`src/rtl/fifo_ram_ctrl.sv`:
```
// fifo_ram_ctrl: FIFO controller that sequences a simple dual-port RAM with a registered read port.
// The optional sticky ovf/udf error flags and the err_clr input are built only when FIFO_CTRL_ERR_EN is defined.
module fifo_ram_ctrl #(
   parameter int L     = 8,
   parameter int DW    = 6,
   parameter int AF_TH = 2**L - 4,
   parameter int AE_TH = 4
) (
   input  logic          i_clk,
   input  logic          i_rst,
   input  logic          i_wr,
   input  logic [DW-1:0] i_wdat,
   input  logic          i_rd,
   output logic [L-1:0]  o_ram_aa,
   output logic [DW-1:0] o_ram_ad,
   output logic          o_ram_aw,
   output logic [L-1:0]  o_ram_ba,
   output logic          o_ram_br,
   input  logic [DW-1:0] i_ram_bd,
   output logic [DW-1:0] o_dout,
   output logic          o_dout_vld,
   output logic [L:0]    o_cnt,
`ifdef FIFO_CTRL_ERR_EN
   output logic          o_ovf,
   output logic          o_udf,
   input  logic          i_err_clr,
`endif
   output logic          o_full,
   output logic          o_empty,
   output logic          o_afull,
   output logic          o_aempty
);
   localparam logic [L:0] LP_DEPTH = (L+1)'(2**L);
   localparam logic [L:0] LP_AF    = (L+1)'(AF_TH);
   localparam logic [L:0] LP_AE    = (L+1)'(AE_TH);

   logic [L:0] r_wp, r_rp, r_cnt, w_cnt_nxt;
   logic       r_full, r_empty, r_afull, r_aempty, r_dout_vld;
   logic       w_wr_acc, w_rd_acc;

   // Accept requests against the registered flags; RAM enables are held low during reset
   always_comb begin
      w_wr_acc  = i_wr && !r_full && !i_rst;
      w_rd_acc  = i_rd && !r_empty && !i_rst;
      w_cnt_nxt = (w_wr_acc && !w_rd_acc) ? r_cnt + 1'b1 :
                  (w_rd_acc && !w_wr_acc) ? r_cnt - 1'b1 : r_cnt;
   end

   // Pointers, occupancy, flags and read-valid strobe
   always_ff @(posedge i_clk or posedge i_rst) begin
      if (i_rst) begin
         r_wp       <= '0;
         r_rp       <= '0;
         r_cnt      <= '0;
         r_full     <= 1'b0;
         r_empty    <= 1'b1;
         r_afull    <= 1'b0;
         r_aempty   <= 1'b1;
         r_dout_vld <= 1'b0;
      end else begin
         r_wp       <= w_wr_acc ? r_wp + 1'b1 : r_wp;
         r_rp       <= w_rd_acc ? r_rp + 1'b1 : r_rp;
         r_cnt      <= w_cnt_nxt;
         r_full     <= w_cnt_nxt == LP_DEPTH;
         r_empty    <= w_cnt_nxt == '0;
         r_afull    <= w_cnt_nxt >= LP_AF;
         r_aempty   <= w_cnt_nxt <= LP_AE;
         r_dout_vld <= w_rd_acc;
      end
   end

`ifdef FIFO_CTRL_ERR_EN
   logic r_ovf, r_udf;

   // Sticky error flags; a new error in the same cycle as err_clr keeps the flag set
   always_ff @(posedge i_clk or posedge i_rst) begin
      if (i_rst) begin
         r_ovf <= 1'b0;
         r_udf <= 1'b0;
      end else begin
         r_ovf <= (i_wr && r_full)  ? 1'b1 : i_err_clr ? 1'b0 : r_ovf;
         r_udf <= (i_rd && r_empty) ? 1'b1 : i_err_clr ? 1'b0 : r_udf;
      end
   end

   assign o_ovf = r_ovf;
   assign o_udf = r_udf;
`endif

   assign o_ram_aw   = w_wr_acc;
   assign o_ram_aa   = r_wp[L-1:0];
   assign o_ram_ad   = i_wdat;
   assign o_ram_br   = w_rd_acc;
   assign o_ram_ba   = r_rp[L-1:0];
   assign o_dout     = i_ram_bd;
   assign o_dout_vld = r_dout_vld;
   assign o_cnt      = r_cnt;
   assign o_full     = r_full;
   assign o_empty    = r_empty;
   assign o_afull    = r_afull;
   assign o_aempty   = r_aempty;
endmodule

```
`config.mk`:
```
export PLATFORM = sky130hd
export DESIGN_NAME = fifo_ram_ctrl
export DESIGN_NICKNAME = d
export VERILOG_FILES = /design/src/rtl/fifo_ram_ctrl.sv
export SDC_FILE = /design/constraint.sdc
export NUM_CORES = 1
export LEC_CHECK = 0
export ABC_CLOCK_PERIOD_IN_PS = 3900
export BUFFER_PORTS_ARGS = -buffer_cell sky130_fd_sc_hd__clkbuf_2
export CAP_MARGIN = 20
export CORE_AREA = 2 2 56 84
export CTS_BUF_LIST = sky130_fd_sc_hd__clkbuf_16
export DETAILED_ROUTE_END_ITERATION = 6
export DIE_AREA = 0 0 58 86
export GPL_TIMING_DRIVEN = 0
export PLACE_DENSITY_LB_ADDON = 0.1
export SYNTH_ARGS = -nofsm -noshare
export SYNTH_HDL_FRONTEND = slang
export SYNTH_SLANG_ARGS = --single-unit
```
`constraint.sdc`:
```
create_clock -name i_clk -period 3.9 [get_ports i_clk]
set_input_delay 0.975 -clock i_clk [delete_from_list [all_inputs] [get_ports i_clk]]
set_output_delay 0.975 -clock i_clk [all_outputs]
set_load 0.005 [all_outputs]
```
* Word-level counts from Yosys, hierarchy flattened
Cells that the tools add are included.
** Storage, ports and cells
- Output and inout port bits :: 44
- Register bits :: 32
- Input port bits :: 16
- Logic and storage cells :: 29
** Cells by class
- $add $sub $neg :: 4
- Reductions and logical operators :: 12
- Equal/unequal tests :: 1
- Muxes and demuxes :: 2
- $lt $le $gt $ge :: 2
** Operator list (number)
- adder 9 x 1 -> 9 bit (second input constant) :: 3
- 2-to-1 mux 9 bit :: 2
- equality test 9 bit (second input constant) :: 1
- greater-or-equal comparator 9 x 8 -> 1 bit (second input constant) :: 1
- less-or-equal comparator 9 x 3 -> 1 bit (second input constant) :: 1
- zero test 9 bit :: 1
- subtractor 9 x 1 -> 9 bit (second input constant) :: 1
- logical AND 1 bit :: 6
- zero test 1 bit :: 5

* Longest topological paths before layout
- Word-level depth :: 8
- Gate-level depth with buffers :: 9
- Mapped depth without buffers :: 8

* Least setup slack after synthesis
No wires, ideal clock.
- Path type :: in2reg
- Start :: in i_rst
- End :: reg r_afull (netlist: o_afull)
- Library setup time :: 0.120 ns
- Data required time :: 3.780 ns
- Stages on the path :: 7
- Path slack :: 1.124 ns
- Arrival :: 2.655 ns
- Buffers on the path :: 1
- Path through :: or3b_1 > buf_6 > or4_1 > o21a_1 > xor2_1 > clkinv_1 > a41o_1
** On the way
- Longest elaborated chain between the ends :: 7
- Elaborated cells on any way between the ends :: 10
- Those cells by class :: order compare: 1; mux: 2; reduce/logical: 7
** Ends and longest elaborated chain
- start: declaration :: line 10 : input logic i_rst,
- zero test 1 bit (no source line) *
- logical AND 1 bit :: line 43 : w_wr_acc = i_wr && !r_full && !i_rst;
- zero test 1 bit :: line 46 : (w_rd_acc && !w_wr_acc) ? r_cnt - 1'b1 : r_cnt;
- logical AND 1 bit :: line 46
- 2-to-1 mux 9 bit :: line 46
- 2-to-1 mux 9 bit * :: line 45 : w_cnt_nxt = (w_wr_acc && !w_rd_acc) ? r_cnt + 1'b1 :
- net w_cnt_nxt[8] :: line 37 : logic [L:0] r_wp, r_rp, r_cnt, w_cnt_nxt;
- greater-or-equal comparator 9 x 8 -> 1 bit * :: line 66 : r_afull <= w_cnt_nxt >= LP_AF;
- end signal: assignment :: line 57 : r_afull <= 1'b0;
- end signal: assignment :: line 66
- end: declaration :: line 38 : logic r_full, r_empty, r_afull, r_aempty, r_dout_vld;
The timed path passes the listed nets; every way through them passes the cells marked *.
A chain may end at the register's enable or synchronous reset.

* Worst setup path in the final report
- Start :: in i_rst
- End :: out o_ram_br
** On the way
- Longest elaborated chain between the ends :: 2
** Ends and longest elaborated chain
- zero test 1 bit (no source line)
- logical AND 1 bit :: line 44 : w_rd_acc = i_rd && !r_empty && !i_rst;
- end: declaration :: line 18 : output logic o_ram_br,
Every way passes these cells.

==> qor.csv <==
metric,value,unit
outcome,completed,
netlist_instances,161,
fp-row-count,29,
worstMarginPinSlew,477,ps
post_cts_buffers,0,
synthArstFlopShare,100,%
dieArea,0.00499,mm2
crit_buf_inv,3,
slew_violations,0,
ir_drop,410,uV
grt_setup_unrepaired,no,
ys_seq_elements,30,
fill_cells,405,
ys_types,40,
antenna_found_initial,0,
max_stage_delay,300,ps
drive_above_1_share,36.4,%
area_growth,28.1,%
avgSynthCellArea,10.1,um2
ant_nets,0,
crit_path_cell_trace,clkbuf_2 > nor3b_1 > buf_2 > clkbuf_2,
multi_input_area,704,um2
yosys_warnings,0,
htree_levels,2,
globalplace.congestion,0.800,
seq_area,753,um2
power_density,658,mW/mm2
cts_buffer_depth,2,
die-width,58,um
core,0.00421,mm2
cp_slowest_cell,nor3b_1,
cts_resized,0,
max_freq,358,MHz
worstSetupEndpointType,primary output,
synth_top_cell_by_area,dfrtp_1,
arrival,1820,ps
p_leak,1.06,nW
grt_max_degree,24,
start_util,38.7,%
n_antenna_cell,0,
dpl-instance-area,0.00195,mm2
via_per_inst,5.09,
synth_area_leaders,"dfrtp_1 (43%), xnor2_1 (7.5%), buf_4 (5.5%)",
cp.required,2920,ps
drv_cap,0,
worstSkewPairLatency,270,ps
yosysMostFrequentCell,dfrtp_1,
first_pass_iters,4,
post_drt_wl_per_cell,13.4,um
clkTransAtPathRegs,50,ps
cts_tree,done,
fin_setup_tns,0,ps
port_buffers,47,
io_pins,60,
die_h,86,um
ys.flop_type,dfrtp_1,
hpwl,2770,um
grt_pass1_vias,1325,
cts.sinks,30,
power,1.37,mW
grt_usage,15.5,%
finalWirelength,3530,um
hp-class,reg -> reg,
synth_seq_area_share,46.2,%
layout.nets,236,
synth_nets,181,
synthesis.area,0.00163,mm2
cp_common_cell,clkbuf_2,
yosys.area.top_type_share,43.0,%
min_period,2790,ps
post-route-period-util,71.6,%
path_delay_family,buffers and inverters,
ctsHoldBuffers,0,
setup_violations,0,
grt_overflow,0,
crit_type,in -> out,
design_area,0.00209,mm2
relSlewSlack,68.2,%
synth-edff-count,0,
vias,1339,
drtIter0Drc,27,
crit_fanout,11,
grt_pass1_wl,6000,um
cts-root-buf,clkbuf_16,
drc_errors,0,
finalClockSkew,2.57,ps
worst_setup_path_start_kind,input pin,
numCtsBuffers,5,
hold_viol_final,0,
synth.top_cells.by_count,"dfrtp_1 (28), xnor2_1 (14), buf_4 (12), nand3_1 (12), nand2_1 (11)",
## path summary, 6_finish.rpt
| check | startpoint | endpoint | slack [ps] | cells after the start |
|---|---|---|---|---|
| min reg2reg | r_rp[7] | r_rp[7] | 460 | 1 |
| max reg2reg | o_cnt[2] | o_afull | 1540 | 7 |
| min | r_rp[7] | r_rp[7] | 460 | 1 |
| min in group asynchronous | i_rst | r_wp[0] | 730 | 2 |
| max in group asynchronous | i_rst | o_aempty | 2620 | 3 |
| max | i_rst | o_ram_br | 1110 | 4 |
## layout by cell type (no fill, tap or decap), drive strengths merged
cell,Yosys,layout
buf,16,17
nand3,12,12
nand2,12,12
nand4,7,7
nand2b,2,2
nor2b,1,1
o21ai,3,3
nor4,1,1
o32ai,2,2
nor2,9,9
o21a,1,1
o41ai,1,1
o211ai,3,3
xor2,8,8
a21oi,3,3
clkbuf,2,54
ha,4,4
o211a,1,1
o31ai,1,1
xnor2,14,14
or3,2,2
or3b,2,2
clkinv,1,3
or4,2,2
nor3,7,7
nor3b,1,1
and3,2,2
dfrtp,28,28
a41o,1,1
inv,9,10
dfstp,2,2
mux2,1,1
## through the flow
| step | hold WS, ps | util (%) | instances | setup WS (ps) |
|---|---|---|---|---|
| CTS | 475 | 49.6 | 263 | 1120 |
| global placement | 462 | 45.7 | 254 | 884 |
| finish | 464 | 49.6 | 263 | 1110 |
| detailed placement | 464 | 46.3 | 255 | 900 |
| floorplan | 468 | - | 161 | 1120 |
| global route | 502 | 49.6 | 263 | 1040 |
## per-layer routing
layer	GRT usage (%)	vias up	part of all wire [%]
met5	0	-	0
met4	5.71	0	1.0
met3	4.52	4	4.6
met2	28.1	34	56
met1	16.6	648	38
li1	-	653	-
## worst register-to-register path: cells and delay by family, from the launching register on
kind | cells | cell delay (ps)
AO/OA/AOI/OAI | 2 | 410
XOR/XNOR | 1 | 240
buffers and inverters | 2 | 330
flip-flops | 1 | 400
AND/OR/NAND/NOR | 2 | 880
## cell families after synthesis
logic type	Yosys count	share of synthesized area, %
xor gates and xnor gates	22	11.8
and+or+nand+nor	60	20.2
buffers and inverters	28	10.6
DFF	30	46.2
AOI/OAI and AO/OA	16	7.44
muxes	1	0.691
adders and majority gates	4	3.07
## power breakdown
group / leakage, nW / switching (mW) / internal (mW)
clock network: 0.0724 / 0.125 / 0.230
logic: 0.607 / 0.253 / 0.229
registers: 0.377 / 0.121 / 0.418
total: 1.06 / 0.499 / 0.876
## state kept, by name, summed over array words and instances (netlist names)
name and flops:
o_cnt 9, r_wp 8, o_empty 1, r_rp 8, o_full 1, o_aempty 1
o_afull 1, o_dout_vld 1
## final cells by class
| cell class | count | area share [%] |
|---|---|---|
| sequential | 30 | 36.1 |
| multi-input combinational | 103 | 33.7 |
| timing repair buffer | 48 | 12.6 |
| buffer | 18 | 6.23 |
| clock buffer | 5 | 5.99 |
| tap | 46 | 2.76 |
| inverter | 10 | 2.04 |
| clock inverter | 3 | 0.599 |
Note: power is estimated with default switching activity, not from simulation.
